### config.mk
export PLATFORM = sky130hd
export DESIGN_NAME = pipe_generator
export DESIGN_NICKNAME = d
export VERILOG_FILES = /design/src/rtl/pipe_generator_pkg.sv /design/src/rtl/pipe_generator_lfsr8.sv /design/src/rtl/pipe_generator.sv
export SDC_FILE = /design/constraint.sdc
export NUM_CORES = 1
export LEC_CHECK = 0
export CAP_MARGIN = 20
export CORE_ASPECT_RATIO = 1.5
export CORE_MARGIN = 2
export CORE_UTILIZATION = 43
export CTS_CLUSTER_DIAMETER = 30
export DETAILED_ROUTE_END_ITERATION = 16
export GPL_TIMING_DRIVEN = 1
export PLACE_DENSITY = 0.75
export SYNTH_ARGS = -nofsm -noshare
export SYNTH_HDL_FRONTEND = slang
export SYNTH_SLANG_ARGS = --single-unit
### constraint.sdc
create_clock -name Clk -period 3.2 [get_ports Clk]
set_input_delay 0.32 -clock Clk [delete_from_list [all_inputs] [get_ports Clk]]
set_output_delay 0.32 -clock Clk [all_outputs]
set_load 0.05 [all_outputs]
### src/rtl/pipe_generator_pkg.sv
// Shared flappy-game constants, one-hot state encoding and the gap-draw helper
// used by the pipe generator.
package pipe_generator_pkg;

  localparam int unsigned ScreenW  = 640;
  localparam int unsigned ScreenH  = 480;
  localparam int unsigned PipeW    = 60;
  localparam int unsigned GapH     = 120;
  localparam int unsigned GapMin   = 40;
  localparam int unsigned GapRange = 200;
  localparam int unsigned PipeStep = 2;
  localparam int unsigned ScoreW   = 8;

  localparam logic [7:0] LfsrSeed = 8'hA5;

  typedef enum logic [2:0] {
    StIdle = 3'b001,
    StRun  = 3'b010,
    StHold = 3'b100
  } state_e;

  // Folds the 8-bit random value into 0..gap_range and offsets it by gap_min.
  function automatic logic [9:0] gap_top(input logic [7:0] l, input int unsigned gap_min,
                                         input int unsigned gap_range);
    logic [9:0] l_ext;
    logic [9:0] off;
    l_ext = {2'b00, l};
    if (l_ext <= 10'(gap_range)) begin
      off = l_ext;
    end else begin
      off = l_ext - 10'(gap_range) - 10'd1;
    end
    return 10'(gap_min) + off;
  endfunction

endpackage

### src/rtl/pipe_generator_lfsr8.sv
// Free-running 8-bit Fibonacci LFSR (taps 8,6,5,4), seeded on reset so it
// never reaches the all-zero lock-up state.
module lfsr8
  import pipe_generator_pkg::*;
(
  input  logic       Clk,
  input  logic       reset,
  output logic [7:0] q
);

  logic [7:0] q_d;

  always_comb begin
    q_d = {q[6:0], q[7] ^ q[5] ^ q[4] ^ q[3]};
  end

  always_ff @(posedge Clk or posedge reset) begin
    if (reset) begin
      q <= LfsrSeed;
    end else begin
      q <= q_d;
    end
  end

endmodule

### src/rtl/pipe_generator.sv
// Pipe producer: spawns, scrolls and respawns the single visible pipe, draws a
// random gap height and counts pipes cleared by the bird.
module pipe_generator
  import pipe_generator_pkg::*;
#(
  parameter int unsigned SCREEN_W  = ScreenW,
  parameter int unsigned PIPE_W    = PipeW,
  parameter int unsigned STEP      = PipeStep,
  parameter int unsigned GAP_MIN   = GapMin,
  parameter int unsigned GAP_RANGE = GapRange,
  parameter int unsigned GAP_H     = GapH,
  parameter int unsigned SCORE_W   = ScoreW
) (
  input  logic               Clk,
  input  logic               reset,
  input  logic               Start,
  input  logic               Tick,
  input  logic               Lose,
  input  logic               Ack,
  input  logic [9:0]         Bird_X_L,
  output logic [9:0]         X_Edge_Left,
  output logic [9:0]         X_Edge_Right,
  output logic [9:0]         Y_Edge_Top,
  output logic [9:0]         Y_Edge_Bottom,
  output logic [SCORE_W-1:0] Score,
  output logic               Pipe_Passed,
  output logic               Q_Idle,
  output logic               Q_Run,
  output logic               Q_Hold
);

  localparam logic [9:0] SpawnLeft  = 10'(SCREEN_W);
  localparam logic [9:0] SpawnRight = 10'(SCREEN_W + PIPE_W);
  localparam logic [9:0] StepPx     = 10'(STEP);
  localparam logic [9:0] GapHPx     = 10'(GAP_H);
  localparam logic [9:0] ResetTop   = 10'(GAP_MIN);

  logic [7:0] lfsr;

  lfsr8 u_lfsr8 (
    .Clk   (Clk),
    .reset (reset),
    .q     (lfsr)
  );

  state_e             state_q, state_d;
  logic [9:0]         x_left_q, x_left_d;
  logic [9:0]         x_right_q, x_right_d;
  logic [9:0]         y_top_q, y_top_d;
  logic [9:0]         y_bot_q, y_bot_d;
  logic [SCORE_W-1:0] score_q, score_d;
  logic               passed_q, passed_d;
  logic               scored_q, scored_d;
  logic               spawn;
  logic [9:0]         new_top;

  assign new_top = gap_top(lfsr, GAP_MIN, GAP_RANGE);

  always_comb begin
    state_d   = state_q;
    x_left_d  = x_left_q;
    x_right_d = x_right_q;
    y_top_d   = y_top_q;
    y_bot_d   = y_bot_q;
    score_d   = score_q;
    passed_d  = 1'b0;
    scored_d  = scored_q;
    spawn     = 1'b0;

    unique case (state_q)
      StIdle: begin
        if (Start) begin
          state_d = StRun;
          score_d = '0;
          spawn   = 1'b1;
        end
      end
      StRun: begin
        if (Lose) begin
          state_d = StHold;
        end else if (Tick) begin
          if (x_left_q < StepPx) begin
            spawn = 1'b1;
          end else begin
            x_left_d  = x_left_q - StepPx;
            x_right_d = x_right_q - StepPx;
            if (!scored_q && (x_right_d < Bird_X_L)) begin
              if (score_q != '1) begin
                score_d = score_q + 1'b1;
              end
              passed_d = 1'b1;
              scored_d = 1'b1;
            end
          end
        end
      end
      StHold: begin
        if (Ack) begin
          state_d = StIdle;
        end
      end
      default: state_d = StIdle;
    endcase

    if (spawn) begin
      x_left_d  = SpawnLeft;
      x_right_d = SpawnRight;
      y_top_d   = new_top;
      y_bot_d   = new_top + GapHPx;
      scored_d  = 1'b0;
    end
  end

  always_ff @(posedge Clk or posedge reset) begin
    if (reset) begin
      state_q   <= StIdle;
      x_left_q  <= SpawnLeft;
      x_right_q <= SpawnRight;
      y_top_q   <= ResetTop;
      y_bot_q   <= ResetTop + GapHPx;
      score_q   <= '0;
      passed_q  <= 1'b0;
      scored_q  <= 1'b0;
    end else begin
      state_q   <= state_d;
      x_left_q  <= x_left_d;
      x_right_q <= x_right_d;
      y_top_q   <= y_top_d;
      y_bot_q   <= y_bot_d;
      score_q   <= score_d;
      passed_q  <= passed_d;
      scored_q  <= scored_d;
    end
  end

  assign X_Edge_Left   = x_left_q;
  assign X_Edge_Right  = x_right_q;
  assign Y_Edge_Top    = y_top_q;
  assign Y_Edge_Bottom = y_bot_q;
  assign Score         = score_q;
  assign Pipe_Passed   = passed_q;
  assign Q_Idle        = state_q[0];
  assign Q_Run         = state_q[1];
  assign Q_Hold        = state_q[2];

endmodule

; Word level (Yosys, flattened, before mapping)
; Cells that the tools add are included.
[totals]
elab_cells = 84
output_inout_bits = 52
input_bits = 16
register_bits = 61
[op_classes]
n_lt_le_gt_ge = 3
n_reduce_logical = 10
addsub = 7
eq_ne = 14
muxes = 38
n_bitwise = 3
[ops]
columns = operator, count
row1 = two-way mux 10 bit, 11
row2 = two-way mux 8 bit, 6
row3 = subtractor 10 x 2 -> 10 bit (second input constant), 2
row4 = != test 2 bit (second input constant), 9
row5 = case mux 8 bit (2 select lines), 1
row6 = two-way mux 1 bit, 15
row7 = adder 10 x 7 -> 10 bit (second input constant), 1
row8 = adder 6 x 10 -> 10 bit (first input constant), 1
row9 = < comparator 10 bit, 1
row10 = < comparator 10 x 2 -> 1 bit (second input constant), 1
row11 = subtractor 9 x 2 -> 10 bit (second input constant), 1
row12 = two-way mux 3 bit, 3
row13 = case mux 3 bit (3 select lines), 1
row14 = subtractor 8 x 8 -> 9 bit (second input constant), 1
row15 = adder 8 x 1 -> 8 bit (second input constant), 1
row16 = less-or-equal comparator 8 bit (second input constant), 1
row17 = != test 8 bit (second input constant), 1
row18 = nonzero test 2 bit, 4
row19 = AND reduction 7 bit, 1
row20 = AND reduction 5 bit, 1
row21 = AND reduction 4 bit, 1
row22 = == test 3 x 1 -> 1 bit (second input constant), 1
row23 = == test 3 x 2 -> 1 bit (second input constant), 1
row24 = == test 3 bit (second input constant), 1
row25 = other kinds (6), 8

; Depth between registers and ports, before layout
; Gate-level depths: netlist of the first run.
[logic_depth]
word_depth = 9
mapped_depth = 14
mapped_depth_nobuf = 13

; Hierarchy
; From an unflattened synthesis of the first run, not the netlist that was laid out.
[hier_totals]
hier_cells = 379
hier_area_um2 = 3459.6
[modules_own_cells]
columns = mod, instances, area_each_um2, cells_each, seq_area_each_um2
row1 = pipe_generator, 1, 3171.8, 360, 1217.4
row2 = lfsr8, 1, 287.8, 19, 205.2

; Least setup slack after synthesis of the first run
; OpenSTA, ideal clock, no wires.
[synth_path]
kind = flip-flop to flip-flop
startpoint = register x_right_q[1], in the netlist X_Edge_Right[1]
endpoint = register score_q[7], in the netlist Score[7]
t_arrival_ns = 3.645
t_required_ns = 3.122
stages_incl_launch_ff = 13
setup_ns = 0.078
period_less_slack_ns = 3.724
slack_ns = -0.524
n_path_buf = 0
path_cell_list = dfrtp_1 -> inv_1 -> ha_1 -> or3b_2 -> or3_1 -> nor3_1 -> xor2_1 -> ha_1 -> or3_1 -> nor3_1 -> a21oi_2 -> or4_1 -> a21oi_1
[synth_via]
elab_chain_len = 5
[synth_lines]
columns = element, line
row1 = start: declaration, pipe_generator.sv:48  ; logic [9:0] x_right_q, x_right_d;
row2 = start signal: assignment, pipe_generator.sv:118  ; x_right_q <= SpawnRight;
row3 = start signal: assignment, pipe_generator.sv:127  ; x_right_q <= x_right_d;
row4 = subtractor 10 x 2 -> 10 bit, pipe_generator.sv:86  ; x_right_d = x_right_q - StepPx;
row5 = < comparator 10 bit, pipe_generator.sv:87  ; if (!scored_q && (x_right_d < Bird_X_L)) begin
row6 = logical AND 1 bit, pipe_generator.sv:87
row7 = != test 2 bit (no source line), -
row8 = AND reduction 7 bit (no source line), -
row9 = end signal: assignment, pipe_generator.sv:130  ; score_q <= score_d;
row10 = end: declaration, pipe_generator.sv:51  ; logic [SCORE_W-1:0] score_q, score_d;
; Every way passes these cells.
; A chain may end at the register's enable or synchronous reset.

; Final worst setup path of the first run
[layout_path]
startpoint = register x_right_q[1], in the netlist X_Edge_Right[1]
endpoint = register score_q[3], in the netlist Score[3]
; Same word-level chain as after synthesis.

==> flow_metrics.tcl, run 1 <==
set metrics [dict create \
    tightest_slew_ps 756 \
    die_y_um 115 \
    core_area_sq_um 8010 \
    ios 68 \
    grt_overflow_total 0 \
    drtAntennaViolNets 0 \
    path_clk_slew_ps 80 \
    dp_worst_setup_slack_ps -67.6 \
    status "finished clean" \
    h-tree-depth 2 \
    grt_pass1_vias 3110 \
    max_freq_mhz 315 \
    fin_crit_ps 3180 \
    grt_usage_pct 19.5 \
    finalMaxSlewViolations 0 \
    setup_violations 0 \
    seq_area_frac_synth_pct 40.1 \
    dieArea_sq_um 9000 \
    clock_path_buffers 2 \
    cts_buffers 5 \
    cp-start-kind "flip-flop" \
    cts_sinks 56 \
    rows 40 \
    synthToLayoutAreaGrowth_pct 31.9 \
    via_count 3107 \
    fillerInstances 698 \
    multiInputGateArea_sq_um 2030 \
    path_delay_family "simple AND/OR/NAND/NOR gates" \
    ys.flop_type "dfrtp_1" \
    start_util_pct 44.3 \
    place.gp.congestion 0.833 \
    drt_iter0_drc 162 \
    drive_above_1_share_pct 20.1 \
    yosysUniqueCellTypes 67 \
    crit_buf_inv 1 \
    dpl.hpwl_um 6320 \
    firstDrtPassIters 4 \
    route.detailed.drc 0 \
    synth.cell_area_sq_um 3550 \
    placed_cell_area_sq_um 4420 \
    worst_path_largest_cell_delay_ps 420 \
    grt_max_degree 36 \
    endpoint_kind "flip-flop" \
    crit_required_ps 3420 \
    die_w_um 78.1 \
    grt_antenna_before_repair 0 \
    drt-wirelength-per-cell_um 15.0 \
    post-route-period-util_pct 99.3 \
    cap_violations 0 \
    hold_viol_final 0 \
    slowest_stage "or4_1" \
    syn-instance-count 382 \
    fin_area_sq_um 4680 \
    num_antenna_cells 0 \
    vias_per_cell 5.48 \
    p_leak_uw 0.00192 \
    seqCellArea_sq_um 1420 \
    synth_edf_count 0 \
    powerDensity_nw_per_um2 665 \
    num-nets-final 493 \
    final.setup.worst_slack_ps 23.1 \
    relSlewSlack_pct 49.5 \
    critPathKind "reg -> reg" \
    grt_pass1_wl_um 14300 \
    postCtsHoldBufs 0 \
    portBuffers 65 \
    hp-class "reg -> reg" \
    synth.ff_latch_count 56 \
    fin_skew_ps 8.73 \
    clk_latency_ps 290 \
    cts_tree "yes" \
    routed_wl_um 8530 \
    rsz0062_at_grt "yes" \
    worst_hold_slack_ps 455 \
    final_util_pct 58.4 \
    async_reset_ff_share_pct 100 \
    clock-root-buffer "clkbuf_16" \
    cp_cell_sequence "inv_2 -> ha_4 -> or3b_4 -> or3_4 -> nor3_4 -> xor2_1 -> ha_2 -> or3_4 -> nor3_4 -> a21oi_4 -> or4_1 -> a21oi_1" \
    cp_max_fo 5 \
    vdd_drop_max_v 0.000483 \
    yosysWarnings 0 \
    syn-mean-instance-area_sq_um 9.28 \
    crit_arrival_ps 3400 \
]
## flip-flops by register name, indices dropped and copies added (netlist names)
register	flops
u_lfsr8.q	8
Pipe_Passed	1
scored_q	1
Score	8
Y_Edge_Top	10
state_q	3
X_Edge_Left	9
Y_Edge_Bottom	7
X_Edge_Right	9
## final cells by class
type	count	area share, %
multi-input combinational	288	43.4
sequential	56	30.4
clock inverter	2	0.829
tap	105	2.81
clock buffer	6	2.97
inverter	23	1.85
timing repair buffer	87	17.7
## kinds of logic after synthesis
family / count (synthesis) / share of synthesized area (%)
xor+xnor: 30 / 7.41
compound gates: 82 / 16.1
mux: 4 / 1.34
simple gates: 153 / 23.2
fa+ha+maj: 16 / 5.65
other cells: 1 / 0.106
buf+inv: 40 / 6.03
flops: 56 / 40.1
## cells in the final DEF, fill, tap and decap left out, types with 17 or more instances in the layout
master,Yosys,final
a21oi_1,24,21
buf_4,5,21
clkdlybuf4s50_1,0,65
dfrtp_1,39,38
dfstp_2,17,17
inv_1,23,21
nand2_1,29,29
nor2_1,43,42
o21ai_0,17,17
xnor2_1,20,20
## layer usage
layer  track usage (%)  vias up  wire (um)
li1                  -     1487          -
met4              7.02        0        206
met5                 0        -          0
met2              38.8       70       4810
met1              21.1     1534       3260
met3              1.96       16        254
## through the flow
stage / setup TNS, ps / cells / power [uW]
floorplan: -744 / 383 / 1990
global placement: 0 / 555 / 2410
detailed placement: -186 / 555 / 2440
CTS: 0 / 567 / 3130
global route: -440 / 567 / 3280
finish: 0 / 567 / 3110
## repair_timing
| item | in CTS | in global routing |
|---|---|---|
| gates cloned | 1 | 0 |
| endpoints found under the setup margin | 3 | 9 |
| gates resized for setup | 3 | 8 |
| pin swaps | 7 | 4 |
| buffers inserted | 3 | 0 |
## synth_stat cells (2+ instances only)
| library cell | instances | area share (%) |
|---|---|---|
| nand2_1 | 29 | 3.1 |
| xnor2_1 | 20 | 4.9 |
| a211oi_1 | 2 | 0.42 |
| o21ai_0 | 17 | 2.4 |
| buf_4 | 5 | 1.1 |
| a21o_1 | 3 | 0.64 |
| o211ai_1 | 3 | 0.64 |
| nor4_1 | 2 | 0.35 |
| a22oi_1 | 2 | 0.42 |
| dfstp_2 | 17 | 13 |
| a21oi_1 | 24 | 3.4 |
| a211oi_4 | 2 | 1.1 |
| inv_1 | 23 | 2.4 |
| o21a_1 | 3 | 0.64 |
| xor2_1 | 10 | 2.5 |
| ha_1 | 16 | 5.6 |
| and3_2 | 2 | 0.42 |
| buf_6 | 6 | 1.9 |
| nand4_1 | 3 | 0.53 |
| a21oi_2 | 2 | 0.49 |
| clkbuf_1 | 6 | 0.64 |
| a31oi_1 | 2 | 0.35 |
| nor3b_1 | 3 | 0.64 |
| or4_1 | 6 | 1.3 |
| nor2b_1 | 3 | 0.53 |
| and3_1 | 5 | 0.88 |
| mux2_2 | 2 | 0.64 |
| a211o_1 | 2 | 0.49 |
| nand2b_1 | 3 | 0.53 |
| nor3_1 | 13 | 1.8 |
| dfrtp_1 | 39 | 28 |
| nor2_1 | 43 | 4.6 |
| o21ai_1 | 2 | 0.28 |
| or2_1 | 2 | 0.35 |
| and2b_2 | 2 | 0.49 |
| and2_1 | 3 | 0.53 |
| or3_1 | 10 | 1.8 |
| nand3b_1 | 2 | 0.42 |
| or2_2 | 2 | 0.35 |
| o31ai_1 | 4 | 0.85 |
| nand3_1 | 10 | 1.4 |
| o22ai_1 | 2 | 0.35 |
## worst paths after layout
check	startpoint	to	slack, ps	depth (start not counted)
worst max-delay path	X_Edge_Right[1]$_DFFE_PP0P_	Score[3]$_DFFE_PP0P_	20	12
worst min-delay path	u_lfsr8.q[2]$_DFF_PP1_	u_lfsr8.q[3]$_DFF_PP0_	450	0
worst max register to register	X_Edge_Right[1]$_DFFE_PP0P_	Score[3]$_DFFE_PP0P_	20	12
worst min register to register	u_lfsr8.q[2]$_DFF_PP1_	u_lfsr8.q[3]$_DFF_PP0_	450	0
max in group asynchronous	reset	u_lfsr8.q[7]$_DFF_PP1_	2040	3
min in group asynchronous	reset	Y_Edge_Bottom[8]$_DFFE_PP0P_	500	2
## worst reg2reg max path, stage by stage (launching register included)
cell and delay [ps]:
dfrtp_2 410, inv_2 70, ha_4 120, or3b_4 360, or3_4 370, nor3_4 130, xor2_1 110, ha_2 190
or3_4 390, nor3_4 280, a21oi_4 110, or4_1 420, a21oi_1 150
## where the power goes
| part | internal (uW) | leakage [uW] | switching [uW] |
|---|---|---|---|
| clock | 393 | 0.0000871 | 258 |
| combinational | 515 | 0.00113 | 960 |
| sequential | 870 | 0.000702 | 117 |
No activity file was read; power rests on OpenSTA's default activity.
==> run 2, diff against run 1 <==
GPL_TIMING_DRIVEN = 0   (was 1)
==> run 2 against run 1 <==
- the run now ends with setup timing left
- maximum frequency down 2.5%
- global-route usage rose by 1.3 points
- routed wire length increased by 7.2%
- die area unchanged
- critical path type unchanged
- critical endpoint is now Score[6]$_DFFE_PP0P_
==> flow_metrics.tcl, run 2 (synthesis results as in run 1) <==
set metrics [dict create \
    rsz0062_at_grt "yes" \
    die_y_um 115 \
    final_cell_mix "65 x clkdlybuf4s50_1, 42 x nor2_1, 38 x dfrtp_1" \
    cts_tree "yes" \
    violations "setup timing" \
    dpl.hpwl_um 6400 \
    largest_register_ff_count 10 \
    vdd_drop_max_v 0.000382 \
    place.gp.congestion 0.837 \
    grt_pass1_vias 3262 \
    core_area_sq_um 8010 \
    portBuffers 65 \
    die_w_um 78.1 \
    grt_overflow_total 0 \
    ios 68 \
    start_util_pct 44.3 \
    via_count 3161 \
    firstDrtPassIters 4 \
    rrSetupSlack_ps -60 \
    crit_arrival_ps 3490 \
    synthToLayoutAreaGrowth_pct 36.9 \
    cp-start-kind "flip-flop" \
    num_antenna_cells 0 \
    drt_iter0_drc 183 \
    grt_pass1_wl_um 15000 \
    grt_max_degree 41 \
    drive_above_1_share_pct 24.6 \
    cp_cell_sequence "inv_2 -> ha_4 -> or3b_4 -> or3_4 -> xnor2_2 -> ha_1 -> a21o_1 -> a21oi_2 -> nor2b_4 -> nor3_4 -> a21oi_4 -> or4_4 -> a21oi_2" \
    cap_violations 0 \
    drt-wirelength-per-cell_um 15.7 \
    fillerInstances 687 \
    met3_length_um 264 \
    endpoint_kind "flip-flop" \
    routed_wl_um 9150 \
    worst_hold_slack_ps 321 \
    critPathKind "reg -> reg" \
    cpMostUsedCell "a21oi_2" \
    path_clk_slew_ps 80 \
    finalMaxSlewViolations 0 \
    worst_path_largest_cell_delay_ps 440 \
    fin_setup_tns_ps -163 \
    max_freq_mhz 307 \
    cp_max_fo 5 \
    relSlewSlack_pct 19.6 \
    clock-root-buffer "clkbuf_16" \
    wl_met2_um 5180 \
    num-nets-final 507 \
    vias_per_cell 5.44 \
    clock_path_buffers 2 \
    dp_worst_setup_slack_ps -255 \
    hold_viol_final 0 \
    drtAntennaViolNets 0 \
    reg2regPathDepth 13 \
    reg2reg_to "Score[6]$_DFFE_PP0P_" \
    final_common_cell "clkdlybuf4s50_1" \
    rr_startpoint "X_Edge_Right[1]$_DFFE_PP0P_" \
    dr.max_layer_used "met4" \
    grt_usage_pct 20.9 \
    h-tree-depth 2 \
    cts_buffers 5 \
    cts_sinks 56 \
    fin_crit_ps 3260 \
    tightest_slew_ps 1190 \
    powerDensity_nw_per_um2 634 \
    rows 40 \
    crit_required_ps 3430 \
    setup_violations 4 \
    met1_length_um 3540 \
    slowest_stage "or4_4" \
    dieArea_sq_um 9000 \
    status "finished with violations" \
    clk_latency_ps 300 \
    grt_antenna_before_repair 0 \
    p_leak_uw 0.00201 \
    fin_skew_ps 9.26 \
    route.detailed.drc 0 \
    hp-class "in -> async" \
    post-route-period-util_pct 102 \
    final.setup.worst_slack_ps -58.7 \
]
[run 2: cell type report]
| type | count | area (sq um) | area share, % |
|---|---|---|---|
| inverter | 23 | 86.3 | 1.78 |
| buffer | 17 | 128 | 2.63 |
| tap | 105 | 131 | 2.71 |
| timing repair buffer | 84 | 810 | 16.7 |
| clock inverter | 2 | 10.0 | 0.206 |
| sequential | 56 | 1420 | 29.3 |
| clock buffer | 6 | 139 | 2.86 |
| multi-input combinational | 288 | 2130 | 43.8 |
[run 2: worst max-delay path by stage]
stage | startpoint | end
2_1_floorplan | X_Edge_Right[1]$_DFFE_PP0P_ | Score[6]$_DFFE_PP0P_
3_3_place_gp | X_Edge_Right[1]$_DFFE_PP0P_ | Score[7]$_DFFE_PP0P_
3_5_place_dp | X_Edge_Right[1]$_DFFE_PP0P_ | Score[3]$_DFFE_PP0P_
4_1_cts | X_Edge_Right[1]$_DFFE_PP0P_ | Score[6]$_DFFE_PP0P_
5_1_grt | X_Edge_Right[1]$_DFFE_PP0P_ | Score[7]$_DFFE_PP0P_
6_report | X_Edge_Right[1]$_DFFE_PP0P_ | Score[6]$_DFFE_PP0P_
[run 2: power breakdown]
part           switching [uW]  total, uW  internal (uW)
registers                 118        989            871
clock network             263        572            310
logic                     996       1520            521
[run 2: through the flow]
stage / util, % / cell area, sq um / power [uW] / instances
after global placement: 54.8 / 4390 / 2420 / 553
after detailed placement: 55.1 / 4410 / 2450 / 554
final: 60.6 / 4850 / 3080 / 581
after global routing: 60.6 / 4850 / 3230 / 581
after floorplan: - / 3610 / 1990 / 383
after CTS: 59.6 / 4770 / 3070 / 580
[run 2: critical path, delay by kind of cell (launching register included)]
family	cells	cell delay, ps
and+or+nand+nor	5	1530
AOI/OAI and AO/OA	4	600
DFF	1	420
adders and majority gates	2	420
xor gates and xnor gates	1	150
buffers and inverters	1	90
[run 2: timing repair]
action	4_1_cts	5_1_grt
setup buffers	17	1
hold buffers	0	0
setup endpoints to repair	10	10
pin swaps	17	11
gates resized for setup	17	15
cloned	1	0
[run 2: layer usage]
layer / vias up / track usage (%)
li1: 1525 / -
met1: 1561 / 22.8
met2: 61 / 39.5
met3: 14 / 2.98
met4: 0 / 9.36
met5: - / 0
